## src/rtl/sa_drain.sv

```systemverilog
// sa_drain -- result collector behind the systolic array.
//
// Every PE reports its result at its own wavefront time. Each result is
// stored in a capture bank. When all DIMENSION x DIMENSION results are in,
// the tile moves to an output bank. The output bank streams one row per
// beat over valid/ready. With two banks, the next tile can be collected
// while the previous one drains. Data words pass through unmodified.
//
// Optional build macro: SA_DRAIN_TRANSPOSE_EN
//   defined   -> beat k carries column k (M_DATA[i] = out[i][k])
//   undefined -> beat k carries row k    (M_DATA[j] = out[k][j])
//
// Ports:
//   CLK       clock
//   RST       synchronous active-high reset
//   DVI       per-PE result valid  [row][col]
//   DI        per-PE result data   [row][col][WIDTH]
//   M_VALID   output beat valid
//   M_READY   downstream accepts the beat
//   M_DATA    one row (or column) of the tile
//   M_ROW     beat index within the tile
//   M_LAST    final beat of the tile
//   BUSY      capture in progress or output bank occupied (registered)
//   OVERFLOW  sticky: a PE delivered twice into an occupied capture slot
module sa_drain #(
    parameter int DIMENSION = 4,
    parameter int WIDTH     = 16
) (
    input  logic                                           CLK,
    input  logic                                           RST,
    input  logic [DIMENSION-1:0][DIMENSION-1:0]            DVI,
    input  logic [DIMENSION-1:0][DIMENSION-1:0][WIDTH-1:0] DI,
    output logic                                           M_VALID,
    input  logic                                           M_READY,
    output logic [DIMENSION-1:0][WIDTH-1:0]                M_DATA,
    output logic [$clog2(DIMENSION)-1:0]                   M_ROW,
    output logic                                           M_LAST,
    output logic                                           BUSY,
    output logic                                           OVERFLOW
);

    localparam int RW = $clog2(DIMENSION);

    typedef enum logic {
        EMPTY = 1'b0,
        DRAIN = 1'b1
    } state_t;

    state_t                                         state_q, state_d;
    logic [DIMENSION-1:0][DIMENSION-1:0]            flag_q, flag_d;
    logic [DIMENSION-1:0][DIMENSION-1:0][WIDTH-1:0] cap_q, cap_d;
    logic [DIMENSION-1:0][DIMENSION-1:0][WIDTH-1:0] out_q, out_d;
    logic [RW-1:0]                                  row_q, row_d;
    logic                                           ovf_q, ovf_d;
    logic                                           busy_q, busy_d;

    logic [DIMENSION-1:0][DIMENSION-1:0]            accept;
    logic [DIMENSION-1:0][DIMENSION-1:0]            filled;
    logic                                           complete;
    logic                                           last_beat;
    logic                                           handshake;
    logic                                           releasing;
    logic                                           transfer;

    // Capture and transfer decisions.
    always_comb begin
        accept    = DVI & ~flag_q;
        filled    = flag_q | accept;
        complete  = &filled;
        last_beat = (state_q == DRAIN) && (row_q == RW'(DIMENSION - 1));
        handshake = (state_q == DRAIN) && M_READY;
        releasing = handshake && last_beat;
        // The output bank can take a new tile when it is empty, or when its
        // final beat is handshaking in this cycle. The second case avoids an
        // idle beat between back-to-back tiles.
        transfer  = complete && ((state_q == EMPTY) || releasing);

        cap_d = cap_q;
        for (int i = 0; i < DIMENSION; i++) begin
            for (int j = 0; j < DIMENSION; j++) begin
                if (accept[i][j]) begin
                    cap_d[i][j] = DI[i][j];
                end
            end
        end

        // cap_d already contains the last arriving result. Copying cap_d
        // (not cap_q) bypasses that result straight into the output bank.
        out_d  = transfer ? cap_d : out_q;
        flag_d = transfer ? '0 : filled;
        ovf_d  = ovf_q | (|(DVI & flag_q));
    end

    // Output state machine: next state and beat index.
    always_comb begin
        state_d = state_q;
        row_d   = row_q;
        unique case (state_q)
            EMPTY: begin
                if (transfer) begin
                    state_d = DRAIN;
                    row_d   = '0;
                end
            end
            DRAIN: begin
                if (handshake) begin
                    if (last_beat) begin
                        row_d   = '0;
                        state_d = transfer ? DRAIN : EMPTY;
                    end else begin
                        row_d = row_q + RW'(1);
                    end
                end
            end
            default: begin
                state_d = EMPTY;
                row_d   = '0;
            end
        endcase
        busy_d = (|flag_d) || (state_d == DRAIN);
    end

    // Control registers.
    always_ff @(posedge CLK) begin
        if (RST) begin
            state_q <= EMPTY;
            row_q   <= '0;
            flag_q  <= '0;
            ovf_q   <= 1'b0;
            busy_q  <= 1'b0;
        end else begin
            state_q <= state_d;
            row_q   <= row_d;
            flag_q  <= flag_d;
            ovf_q   <= ovf_d;
            busy_q  <= busy_d;
        end
    end

    // Data banks. These are not reset because their contents are only
    // observed behind valid flags or state.
    always_ff @(posedge CLK) begin
        cap_q <= cap_d;
        out_q <= out_d;
    end

    // Beat presentation. M_DATA is forced to zero outside DRAIN, so it reads
    // as zero after reset.
    always_comb begin
        M_VALID = (state_q == DRAIN);
        M_ROW   = row_q;
        M_LAST  = last_beat;
        M_DATA  = '0;
        if (state_q == DRAIN) begin
            for (int k = 0; k < DIMENSION; k++) begin
`ifdef SA_DRAIN_TRANSPOSE_EN
                M_DATA[k] = out_q[k][row_q];
`else
                M_DATA[k] = out_q[row_q][k];
`endif
            end
        end
    end

    assign BUSY     = busy_q;
    assign OVERFLOW = ovf_q;

endmodule
```

## config.mk

```make
export PLATFORM = sky130hd
export DESIGN_NAME = sa_drain
export DESIGN_NICKNAME = d
export VERILOG_FILES = /design/src/rtl/sa_drain.sv
export SDC_FILE = /design/constraint.sdc
export NUM_CORES = 1
export LEC_CHECK = 0
export CORE_ASPECT_RATIO = 1.75
export CORE_MARGIN = 3
export CORE_UTILIZATION = 56
export CTS_CLUSTER_SIZE = 8
export DETAILED_ROUTE_END_ITERATION = 16
export GPL_ROUTABILITY_DRIVEN = 0
export GPL_TIMING_DRIVEN = 0
export PLACE_DENSITY_LB_ADDON = 0.1
export SYNTH_ARGS = -nofsm -noshare
export SYNTH_HDL_FRONTEND = slang
export SYNTH_SLANG_ARGS = --single-unit
```

## constraint.sdc

```tcl
create_clock -name CLK -period 29.4 [get_ports CLK]
set_input_delay 4.41 -clock CLK [delete_from_list [all_inputs] [get_ports CLK]]
set_output_delay 4.41 -clock CLK [all_outputs]
set_load 0.02 [all_outputs]
```

Word level (Yosys, flattened, before mapping)

Cells that the tools add are included.

Register bits: 533
Word-level logic and storage cells: 89

Add/sub/neg operators: 1
$lt $le $gt $ge: 1
Eq/ne operators: 3
Muxes and demuxes: 28
Bitwise gates (word level): 6
Reduce and logical (&&, ||, !) cells: 10

Operators by type and width:

| operator            | count |
|---|---|
| $mux 16             | 17 |
| $bmux 64 s2         | 1 |
| $mux 64             | 2 |
| $and 16x16->16      | 2 |
| $reduce_or 16->1    | 2 |
| $not 16->16         | 1 |
| $or 16x16->16       | 1 |
| $reduce_and 16->1   | 1 |
| $mux 2              | 3 |
| $logic_and 1x1->1   | 4 |
| $pmux 2 s2          | 1 |
| $lt 2x3->1 const B  | 1 |
| $mux 1              | 3 |
| $add 2x1->2 const B | 1 |
| $eq 2x2->1 const B  | 1 |
| $logic_or 1x1->1    | 2 |
| $ne 2x1->1 const B  | 1 |
| $ne 2x2->1 const B  | 1 |
| $pmux 1 s2          | 1 |
| $reduce_and 2->1    | 1 |
| $not 1->1           | 1 |
| $or 1x1->1          | 1 |

Logic depth before layout (Yosys ltp)

Word-level depth: 10
Mapped depth: 6

Worst setup path after synthesis

Ideal clock, no wire load.

Kind: input-to-reg
Start: in DVI[0] in the netlist's numbering
End: reg out_q[0] in the netlist's numbering (enable)
Setup time: 0.879 ns
Arrival: 15.612 ns
Required time: 28.521 ns
Slack: 12.909 ns
Stages on the path: 4
Cell sequence: nor2_1 nor4_1 nand4_1 nor2_1

Word-level cells in the longest chain between the ends: 4

Ends and longest elaborated chain:

| item                 | line | text |
|---|---|---|
| from (decl)          | 31   | `input logic [DIMENSION-1:0][DIMENSION-1:0] DVI,` |
| $and 16x16->16       | 67   | `accept = DVI & ~flag_q;` |
| $or 16x16->16        | 68   | `filled = flag_q \| accept;` |
| $reduce_and 16->1    | 69   | `complete = &filled;` |
| $logic_and 1x1->1    | 76   | `transfer = complete && ((state_q == EMPTY) \|\| releasing);` |
| net transfer         | 63   | `logic transfer;` |
| to (signal assigned) | 144  | `out_q <= out_d;` |
| to (decl)            | 52   | `logic [DIMENSION-1:0][DIMENSION-1:0][WIDTH-1:0] out_q, out_d;` |

The timed path passes the listed nets, and every way through them passes these cells.
A chain may end at the register's enable or synchronous reset.

==> results.md <==
* Largest net degree at the start of global routing at 36
* Final wirelength at about 42 mm
* Starting density of the core at a little under three fifths
* Setup Crit Path Kind: reg2out
* Final Core Density at just under 80%
* Fin. max-slew vios at 0
* Worst Hold Class: reg2reg
* First DRT Iteration DRCs at approximately 470
* DRT Pass-1 Iters at 6
* HPWL after DPL at a little under 30 mm
* Area grow syn2layout at 34.0%
* CTS Buf Count at 76
* Rel. slew slack at 48.7%
* Maximum buffer depth of the clock tree at 3
* Hold Slack at ~0.46 ns
* Post-cts sizing count at 0
* Peak Freq at about 0.13 GHz
* # port buffers at roughly 340
* Setup crit end kind: output pin
* Skew-Pair Late Insertion Delay at 0.58 ns
* Multi-input gate area at 5200 sq um
* # IOs at around 350
* # DRC at 0
* Setup repair after global routing missed its margin: no
* Number of synthesized register bits at 533
* Die X at around 140 microns
* Clk slew on worst S/H paths at around 0.050 ns
* Max cap viols at 0
* Site Rows at 87
* First-pass GRT wire length at around 63 mm
* Worst clock skew at between 0.01 and 0.015 ns
* Syn_area_per_cell at around 18 sq um
* Leading cell type in the layout, fill and taps excluded: clkdlybuf4s50_1
* WHS Path Cells at 1
* Worst VDD drop at between 0.06 and 0.07 mV
* Antenna violations before repair at 11
* CTS tree: built
* Power Density at roughly 70 nW/um^2
* Placeable Area at 32500 sq um
* Filler cell count at a little under 2000
* Synth Instances at roughly 1100
* Post-synthesis sequential area ratio at between 70 and 80%
* Reg2Reg Depth at 7
* Synth warnings at 0
* Post-CTS Hold Buffers at 0
* WL/cell at between 20 and 25 microns
* Detail Route Antenna Nets at 0
* Fin Setup TNS at 0 ns
* Crit share post-route at 25.4%
* Fin crit period at 7.46 ns
* Leakage power at 8.96 nW
* R2R Setup Slk at between 20 and 30 ns
* Most frequent cells in the layout: clkdlybuf4s50_1, dfxtp_1, edfxtp_1
* Global-route usage over all layers at a little under a quarter
* Share of layout cells above drive strength 1 at between 10% and 20%
* Via/cell ratio at about 5.4
* CTS sink cnt at between 500 and 600
* Worst slew pin tran at just under 0.8 ns
* Die area at roughly 36000 sq um
* Required time worst endpoint at approximately 25 ns
* CTS root buf: clkbuf_16
* Syn Nets at roughly 1300
* Hold violation total from the final report at 0
* Die H at around 250 microns
* Setup bufs post-CTS at 0
* Data arrival, critical path at ~3.1 ns
* Outcome: complete, no violations
* Worst-path fanout max at 10
* Sequential Area at ~13000 sq um
* H-tree depth at 3
* Synth cell types at 29
* Type of origin of the critical path: register
* Syn Std Cell Area at between 15000 and 20000 sq um
* Final setup fails at 0
* # nets final at between 1500 and 2000
* Vias in the first global route at roughly 12000
* Via count at ~10000
* GRT overflow at 0
-- final cells by class --
type,count,area share (%)
Clock buffer,127,8.44
Sequential cell,533,52.8
Inverter,1,0.0150
Antenna cell,10,0.0999
Tap cell,400,2.00
Multi-Input combinational cell,470,20.8
Timing Repair Buffer,353,14.5
Clock inverter,6,0.255
Buffer,54,1.08
-- worst max-delay path, cell delays in order (launching register included) --
cell and delay, ns:
dfxtp_1 0.37, buf_2 0.33, clkbuf_1 0.63, mux4_2 0.40
and2_1 0.18, clkdlybuf4s50_1 0.57
-- path summary, 6_finish.rpt --
| check | startpoint | endpoint |
|---|---|---|
| max | M_ROW[1] | M_DATA[47] |
| min | cap_q[73] | cap_q[73] |
| max reg2reg | flag_q[3] | out_q[73] |
| min reg2reg | cap_q[73] | cap_q[73] |
-- power breakdown --
| part | total (mW) | switching, mW | internal [mW] |
|---|---|---|---|
| clock network | 0.785 | 0.299 | 0.486 |
| registers | 0.861 | 0.0142 | 0.847 |
| logic | 0.122 | 0.0486 | 0.0738 |
| total | 1.77 | 0.361 | 1.41 |
-- routing by layer --
metal	track usage, %	vias to the layer above	share of wire [%]
met5	0	-	0.064
met4	11.6	4	4.0
met3	6.30	92	6.6
met2	43.3	334	55
met1	25.2	5205	35
li1	-	4834	-
-- flip-flops by register name (all words and copies together), names as in the netlist --
register,flops
BUSY,1
M_VALID,1
OVERFLOW,1
flag_q,16
out_q,256
M_ROW,2
cap_q,256
-- through the flow --
step / total power [mW] / instances / area, sq um / setup slack (ns)
after floorplan: 0.934 / 1058 / 18700 / 12.91
after global routing: 1.83 / 1950 / 25000 / 21.80
final: 1.77 / 1954 / 25100 / 21.94
after global placement: 0.988 / 1802 / 22600 / 7.26
after detailed placement: 0.997 / 1811 / 22800 / 22.14
after CTS: 1.79 / 1944 / 25000 / 21.88
-- synth_stat cells --
| cell | count | area [sq um] |
|---|---|---|
| a222oi_1 | 1 | 10.0 |
| nor2_2 | 1 | 6.26 |
| nor2_1 | 36 | 135 |
| and2_1 | 65 | 407 |
| clkbuf_1 | 27 | 101 |
| o22ai_1 | 2 | 12.5 |
| o21bai_4 | 1 | 18.8 |
| buf_4 | 1 | 7.51 |
| mux2_1 | 160 | 1800 |
| a22oi_1 | 6 | 45.0 |
| a21boi_1 | 1 | 7.51 |
| nor2b_1 | 1 | 6.26 |
| or2_0 | 1 | 6.26 |
| nand2_1 | 2 | 7.51 |
| inv_1 | 1 | 3.75 |
| nand3_1 | 2 | 10.0 |
| nor3_1 | 1 | 5.00 |
| dfxtp_1 | 277 | 5550 |
| buf_2 | 21 | 105 |
| a21oi_1 | 2 | 10.0 |
| nand4_1 | 6 | 37.5 |
| ha_1 | 1 | 12.5 |
| mux2_2 | 96 | 1080 |
| nand2b_1 | 16 | 100 |
| buf_6 | 5 | 56.3 |
| a2111oi_0 | 1 | 8.76 |
| edfxtp_1 | 256 | 7690 |
| mux4_2 | 64 | 1440 |
| nor4_1 | 4 | 25.0 |
-- logic make-up (layout without fill, tap and decap cells) --
logic type / count (synthesis) / after routing / synth area share [%]
adders and majority gates: 1 / 1 / 0.0669
other: 0 / 10 / 0
buffers and inverters: 55 / 541 / 1.47
and+or+nand+nor: 135 / 135 / 3.99
AOI/OAI and AO/OA: 14 / 14 / 0.602
DFF: 533 / 533 / 70.8
muxes: 320 / 320 / 23.1
(Power assumes the default switching activity.)
